`config.mk`:
```
export PLATFORM = sky130hd
export DESIGN_NAME = mem_stage_hs
export DESIGN_NICKNAME = d
export VERILOG_FILES = /design/src/rtl/mem_stage_hs.sv
export SDC_FILE = /design/constraint.sdc
export NUM_CORES = 1
export LEC_CHECK = 0
export BUFFER_PORTS_ARGS = -buffer_cell sky130_fd_sc_hd__buf_2
export CAP_MARGIN = 40
export CORE_UTILIZATION = 48
export CTS_CLUSTER_DIAMETER = 80
export DETAILED_ROUTE_END_ITERATION = 8
export GPL_TIMING_DRIVEN = 0
export PLACE_DENSITY = 0.8
export RECOVER_POWER = 50
export SLEW_MARGIN = 20
export SYNTH_ARGS = -nofsm -noshare
export SYNTH_HDL_FRONTEND = slang
export SYNTH_SLANG_ARGS = --single-unit
```
`constraint.sdc`:
```
create_clock -name clock -period 2.2 [get_ports clock]
set_input_delay 0.11 -clock clock [delete_from_list [all_inputs] [get_ports clock]]
set_output_delay 0.11 -clock clock [all_outputs]
set_load 0.005 [all_outputs]
```
`src/rtl/mem_stage_hs.sv`:
```
// EX->WB memory stage with a req/gnt + rsp_valid DMEM handshake, byte/word access and upstream stall.
// Optional: define MEM_STAGE_TIMEOUT_EN to abort accesses stuck waiting for gnt or rsp.
module mem_stage_hs #(
    parameter int DMEM_ADDR_WIDTH = 12,
    parameter int DMEM_WORD_WIDTH = 16,
    parameter int IALU_WORD_WIDTH = 16,
    parameter int REG_IDX_WIDTH   = 4,
    parameter int TIMEOUT_CYCLES  = 15,
    localparam int LANES     = DMEM_WORD_WIDTH / 8,
    localparam int LANE_BITS = (LANES > 1) ? $clog2(LANES) : 1
) (
    input  logic                                 clock,
    input  logic                                 reset,
    input  logic                                 in_valid,
    input  logic                                 in_act_load_dmem,
    input  logic                                 in_act_store_dmem,
    input  logic                                 in_act_write_res_to_reg,
    input  logic                                 in_byte_access,
    input  logic                                 in_sign_ext,
    input  logic [DMEM_ADDR_WIDTH-1:0]           in_mem_addr,
    input  logic [DMEM_WORD_WIDTH-1:0]           in_mem_wr_word,
    input  logic [IALU_WORD_WIDTH-1:0]           in_res,
    input  logic [REG_IDX_WIDTH-1:0]             in_res_reg_idx,
    output logic                                 out_stall,
    output logic                                 out_dmem_req,
    output logic                                 out_dmem_we,
    output logic [DMEM_ADDR_WIDTH-LANE_BITS-1:0] out_dmem_addr,
    output logic [DMEM_WORD_WIDTH-1:0]           out_dmem_wr_word,
    output logic [LANES-1:0]                     out_dmem_byte_en,
    input  logic                                 in_dmem_gnt,
    input  logic                                 in_dmem_rsp_valid,
    input  logic [DMEM_WORD_WIDTH-1:0]           in_dmem_rd_word,
    output logic                                 out_valid,
    output logic                                 out_act_write_res_to_reg,
    output logic [IALU_WORD_WIDTH-1:0]           out_res,
    output logic [REG_IDX_WIDTH-1:0]             out_res_reg_idx,
    output logic                                 out_mem_error
);

    if (IALU_WORD_WIDTH != DMEM_WORD_WIDTH) begin : g_width_chk
        $error("IALU_WORD_WIDTH must equal DMEM_WORD_WIDTH");
    end
    if (TIMEOUT_CYCLES < 1) begin : g_tmo_chk
        $error("TIMEOUT_CYCLES must be at least 1");
    end

    typedef enum logic [1:0] {IDLE, REQ, WAIT} state_t;

    typedef struct packed {
        logic [DMEM_ADDR_WIDTH-1:0] addr;
        logic [DMEM_WORD_WIDTH-1:0] wdata;
        logic                       store;
        logic                       byte_acc;
        logic                       sext;
        logic                       wr_res;
        logic [REG_IDX_WIDTH-1:0]   idx;
    } mem_req_t;

    state_t   state;
    mem_req_t req_q;

    logic                       in_is_mem, in_misalign, st_req;
    logic [LANE_BITS-1:0]       lane;
    logic [7:0]                 rd_byte;
    logic [IALU_WORD_WIDTH-1:0] load_res;
    logic [LANES-1:0]           lane_onehot;

    assign in_is_mem   = in_act_load_dmem | in_act_store_dmem;
    assign in_misalign = (LANES > 1) && !in_byte_access && (in_mem_addr[LANE_BITS-1:0] != '0);

    assign lane        = req_q.addr[LANE_BITS-1:0];
    assign rd_byte     = in_dmem_rd_word[{lane, 3'b000} +: 8];
    assign load_res    = !req_q.byte_acc ? in_dmem_rd_word :
                         req_q.sext      ? {{(IALU_WORD_WIDTH-8){rd_byte[7]}}, rd_byte} :
                                           {{(IALU_WORD_WIDTH-8){1'b0}}, rd_byte};
    assign lane_onehot = LANES'(1) << lane;

    // DMEM side is decoded from state so reset drops the request in the same instant.
    assign out_stall        = (state != IDLE);
    assign out_dmem_req     = (state == REQ);
    assign st_req           = out_dmem_req & req_q.store;
    assign out_dmem_we      = st_req;
    assign out_dmem_addr    = out_dmem_req ? req_q.addr[DMEM_ADDR_WIDTH-1:LANE_BITS] : '0;
    assign out_dmem_wr_word = !st_req ? '0 :
                              req_q.byte_acc ? {LANES{req_q.wdata[7:0]}} : req_q.wdata;
    assign out_dmem_byte_en = !st_req ? '0 : req_q.byte_acc ? lane_onehot : '1;

`ifdef MEM_STAGE_TIMEOUT_EN
    localparam int TMO_W = $clog2(TIMEOUT_CYCLES + 1);
    logic [TMO_W-1:0] tmo_cnt;
    logic             tmo_hit;
    assign tmo_hit = (tmo_cnt == TMO_W'(TIMEOUT_CYCLES - 1));
`endif

    always_ff @(posedge clock or posedge reset) begin
        if (reset) begin
            state                    <= IDLE;
            req_q                    <= '0;
            out_valid                <= 1'b0;
            out_mem_error            <= 1'b0;
            out_act_write_res_to_reg <= 1'b0;
            out_res                  <= '0;
            out_res_reg_idx          <= '0;
`ifdef MEM_STAGE_TIMEOUT_EN
            tmo_cnt                  <= '0;
`endif
        end else begin
            out_valid     <= 1'b0;
            out_mem_error <= 1'b0;
`ifdef MEM_STAGE_TIMEOUT_EN
            tmo_cnt       <= '0;
`endif
            case (state)
                IDLE: if (in_valid) begin
                    if (!in_is_mem) begin
                        out_valid                <= 1'b1;
                        out_res                  <= in_res;
                        out_res_reg_idx          <= in_res_reg_idx;
                        out_act_write_res_to_reg <= in_act_write_res_to_reg;
                    end else if (in_misalign) begin
                        out_valid                <= 1'b1;
                        out_mem_error            <= 1'b1;
                        out_res                  <= '0;
                        out_res_reg_idx          <= in_res_reg_idx;
                        out_act_write_res_to_reg <= 1'b0;
                    end else begin
                        // Load wins when both load and store are flagged.
                        req_q.addr     <= in_mem_addr;
                        req_q.wdata    <= in_mem_wr_word;
                        req_q.store    <= !in_act_load_dmem;
                        req_q.byte_acc <= in_byte_access;
                        req_q.sext     <= in_sign_ext;
                        req_q.wr_res   <= in_act_write_res_to_reg;
                        req_q.idx      <= in_res_reg_idx;
                        state          <= REQ;
                    end
                end
                REQ: if (in_dmem_gnt) begin
                    if (req_q.store) begin
                        out_valid                <= 1'b1;
                        out_res                  <= '0;
                        out_res_reg_idx          <= req_q.idx;
                        out_act_write_res_to_reg <= 1'b0;
                        state                    <= IDLE;
                    end else begin
                        state <= WAIT;
                    end
                end
`ifdef MEM_STAGE_TIMEOUT_EN
                else if (tmo_hit) begin
                    out_valid                <= 1'b1;
                    out_mem_error            <= 1'b1;
                    out_res                  <= '0;
                    out_res_reg_idx          <= req_q.idx;
                    out_act_write_res_to_reg <= 1'b0;
                    state                    <= IDLE;
                end else begin
                    tmo_cnt <= tmo_cnt + 1'b1;
                end
`endif
                WAIT: if (in_dmem_rsp_valid) begin
                    out_valid                <= 1'b1;
                    out_res                  <= load_res;
                    out_res_reg_idx          <= req_q.idx;
                    out_act_write_res_to_reg <= req_q.wr_res;
                    state                    <= IDLE;
                end
`ifdef MEM_STAGE_TIMEOUT_EN
                else if (tmo_hit) begin
                    out_valid                <= 1'b1;
                    out_mem_error            <= 1'b1;
                    out_res                  <= '0;
                    out_res_reg_idx          <= req_q.idx;
                    out_act_write_res_to_reg <= 1'b0;
                    state                    <= IDLE;
                end else begin
                    tmo_cnt <= tmo_cnt + 1'b1;
                end
`endif
                default: state <= IDLE;
            endcase
        end
    end

endmodule

```
==> impl_metrics.env <==
export IMPL_cp_start_kind="flip-flop"
export IMPL_design_area_um2=4090
export IMPL_fillers=538
export IMPL_cp_common_cell="buf_4"
export IMPL_tightest_slew_ps=1110
export IMPL_final_cell_mix="buf_2, dfrtp_1, mux2_2, clkbuf_1, mux2_4"
export IMPL_regArea_um2=1530
export IMPL_syn_avg_cell_area_um2=12.6
export IMPL_area_growth_syn_to_layout_pct=30.9
export IMPL_syn_inst=248
export IMPL_critPathTopFamily="buffers and inverters"
export IMPL_gp_congestion=0.821
export IMPL_max_slew_margin_pct=25.7
export IMPL_cap_violations=0
export IMPL_grt_max_degree=38
export IMPL_synth_seq_area_share_pct=48.8
export IMPL_seqPwrFrac_pct=35.4
export IMPL_drtIter0Drc=65
export IMPL_yosys_cell_types_count=28
export IMPL_final_cells=473
export IMPL_timing_final_crit_share_pct=92.6
export IMPL_cts_tree="built"
export IMPL_final_util_pct=64.8
export IMPL_dp_slack_ps=-131
export IMPL_hpwlAfterDp_mm=5.45
export IMPL_largest_reg_flops=35
export IMPL_worstPathCellList="buf_4 > ha_1 > a222oi_1 > buf_4 > o311ai_2 > buf_6 > mux2_4"
export IMPL_cts_num_sinks=61
export IMPL_grt_pass1_vias=2364
export IMPL_drcViolationCount=0
export IMPL_yosys_top_cells_area="dfrtp_1, mux2_2, mux2_4"
export IMPL_diodes=0
export IMPL_clockRootBuffer="clkbuf_8"
export IMPL_core_area_um2=6310
export IMPL_fin_ws_ps=163
export IMPL_synth_top_area_share_pct=48.8
export IMPL_power_switching_mw=1.83
export IMPL_fmax_mhz=491
export IMPL_wire_per_inst_um=15.6
export IMPL_mostFrequentLayoutCell="buf_2"
export IMPL_vias_per_cell=5.23
export IMPL_initial_utilization_pct=49.5
export IMPL_p_int_mw=3.55
export IMPL_setup_violations=0
export IMPL_critPathArrivalTime_ps=2250
export IMPL_vias=2474
export IMPL_rsz0062_at_grt="no"
export IMPL_final_setup_tns_ps=0
export IMPL_cp_max_fo=10
export IMPL_drive_above_1_share_pct=52.0
export IMPL_grt_pass1_wl_mm=11.0
export IMPL_fin_hold_ws_ps=9.28
export IMPL_clk_path_buf_depth=2
export IMPL_grt_usage_pct=21.9
export IMPL_pin_count=129
export IMPL_critical_path_class="reg2reg"
export IMPL_grt_ovfl_total=0
export IMPL_hold_path_class="in2reg"
export IMPL_run_status="finished, final reports clean"
export IMPL_multi_input_area_um2=1500
export IMPL_swShare_pct=34.1
export IMPL_cts_buffers=9
export IMPL_layout_min_cycle_time_ps=2040
export IMPL_netlist_area_um2=3130
export IMPL_largest_register="req_q"
export IMPL_routed_wirelength_mm=7.39
export IMPL_p_leak_nw=2.20
export IMPL_grt_antenna_before_repair=0
export IMPL_synth_seq_cells=61
export IMPL_die_area_um2=6840
export IMPL_power_mw=5.38
export IMPL_p_comb_share_pct=47.9
export IMPL_ys_warnings_count=0
export IMPL_timing_final_max_slew_violations=0
export IMPL_clockPowerShare_pct=16.6
export IMPL_clk_pin_slew_worst_paths_ps=70
export IMPL_postRouteAntennaNets=0
export IMPL_postPlaceCellArea_um2=3890
export IMPL_post_place_cells=454
export IMPL_layout_nets=472
export IMPL_numPortBuffers=128
export IMPL_clk_latency_ps=330
export IMPL_reg_top3="req_q x35, out_res x16, out_res_reg_idx x4"
export IMPL_die_x_um=82.7
export IMPL_synth_nets=328
export IMPL_cpPeakStageDelay_ps=410
export IMPL_die_h_um=82.7
export IMPL_skew_ps=6.22
export IMPL_synth_top_area_cell="dfrtp_1"
export IMPL_slowest_stage="dfrtp_1"
export IMPL_power_density_nw_per_um2=1310
export IMPL_cp_num_buf_inv=3
export IMPL_end_kind="flip-flop"
export IMPL_detail_route_first_pass_iterations=4
export IMPL_peakVddDrop_v=0.000759
export IMPL_hold_viol=0
export IMPL_ctsHtreeMaxLevel=3
export IMPL_rows=29
export IMPL_required_ps=2410
[routing by layer]
metal  share of wire [%]  vias to the layer above  track usage (%)
li1                    -                     1168                -
met1                  42                     1188             25.7
met5                   0                        -                0
met2                  48                      110             37.8
met3                 8.6                        8             6.15
met4                 1.2                        0             8.28
[cell type report]
class | instances | area share (%)
tap | 77 | 2.35
inverter | 11 | 1.04
clock inverter | 1 | 0.122
sequential | 61 | 37.3
multi-input combinational | 162 | 36.7
clock buffer | 14 | 4.22
buffer | 14 | 1.89
timing repair buffer | 133 | 16.4
[cells in the mapped netlist]
cell type  instances
nor2b_1            1
nor2_1            11
a221o_1            8
and3_1             8
nand4b_1           1
buf_6              2
mux2_2            42
nand2_1           15
nand2b_1           1
nor3_2             2
a21oi_1            3
a222oi_1           1
a32o_1             1
clkbuf_1           5
dfrtp_1           61
ha_1               6
mux2i_1           17
and2_1            11
buf_1              1
o21ai_0            9
o311ai_2           1
a32oi_1            1
o211a_1            1
o21bai_1           1
nor3_1             1
buf_2              6
mux2_4            20
inv_1             11
[power groups by stage]
| stage | logic [mW] | clock network [mW] | registers, mW |
|---|---|---|---|
| 2_1_floorplan | 1.81 | 0 | 1.86 |
| 3_3_place_gp | 2.49 | 0 | 1.88 |
| 3_5_place_dp | 2.54 | 0 | 1.93 |
| 4_1_cts | 2.60 | 0.910 | 1.91 |
| 5_1_grt | 2.83 | 0.946 | 1.97 |
| 6_report | 2.58 | 0.895 | 1.91 |
[cell families after synthesis]
family | Yosys count | share of synthesized area [%]
compound gates | 26 | 6.48
fa+ha+maj | 6 | 2.40
buf+inv | 25 | 3.72
flops | 61 | 48.8
mux | 79 | 30.2
simple gates | 51 | 8.40
[final timing paths]
path	start	to	slack, ps	cells after the start
max	state[0]$_DFFE_PP0P_	out_res[15]$_DFFE_PP0P_	160	7
min	in_mem_addr[11]	req_q[35]$_DFFE_PP0P_	9	2
max reg2reg	state[0]$_DFFE_PP0P_	out_res[15]$_DFFE_PP0P_	160	7
min reg2reg	req_q[0]$_DFFE_PP0P_	req_q[0]$_DFFE_PP0P_	500	1
max in group asynchronous	reset	req_q[32]$_DFFE_PP0P_	970	4
min in group asynchronous	reset	out_res[2]$_DFFE_PP0P_	550	3
[repair_timing]
action,in CTS,in global routing
pin swaps,1,2
setup buffers,1,2
hold endpoints to repair,24,0
resized for setup,3,5
hold buffers,1,0
setup endpoints to repair,30,28
Power figures use the tool's default switching activity.
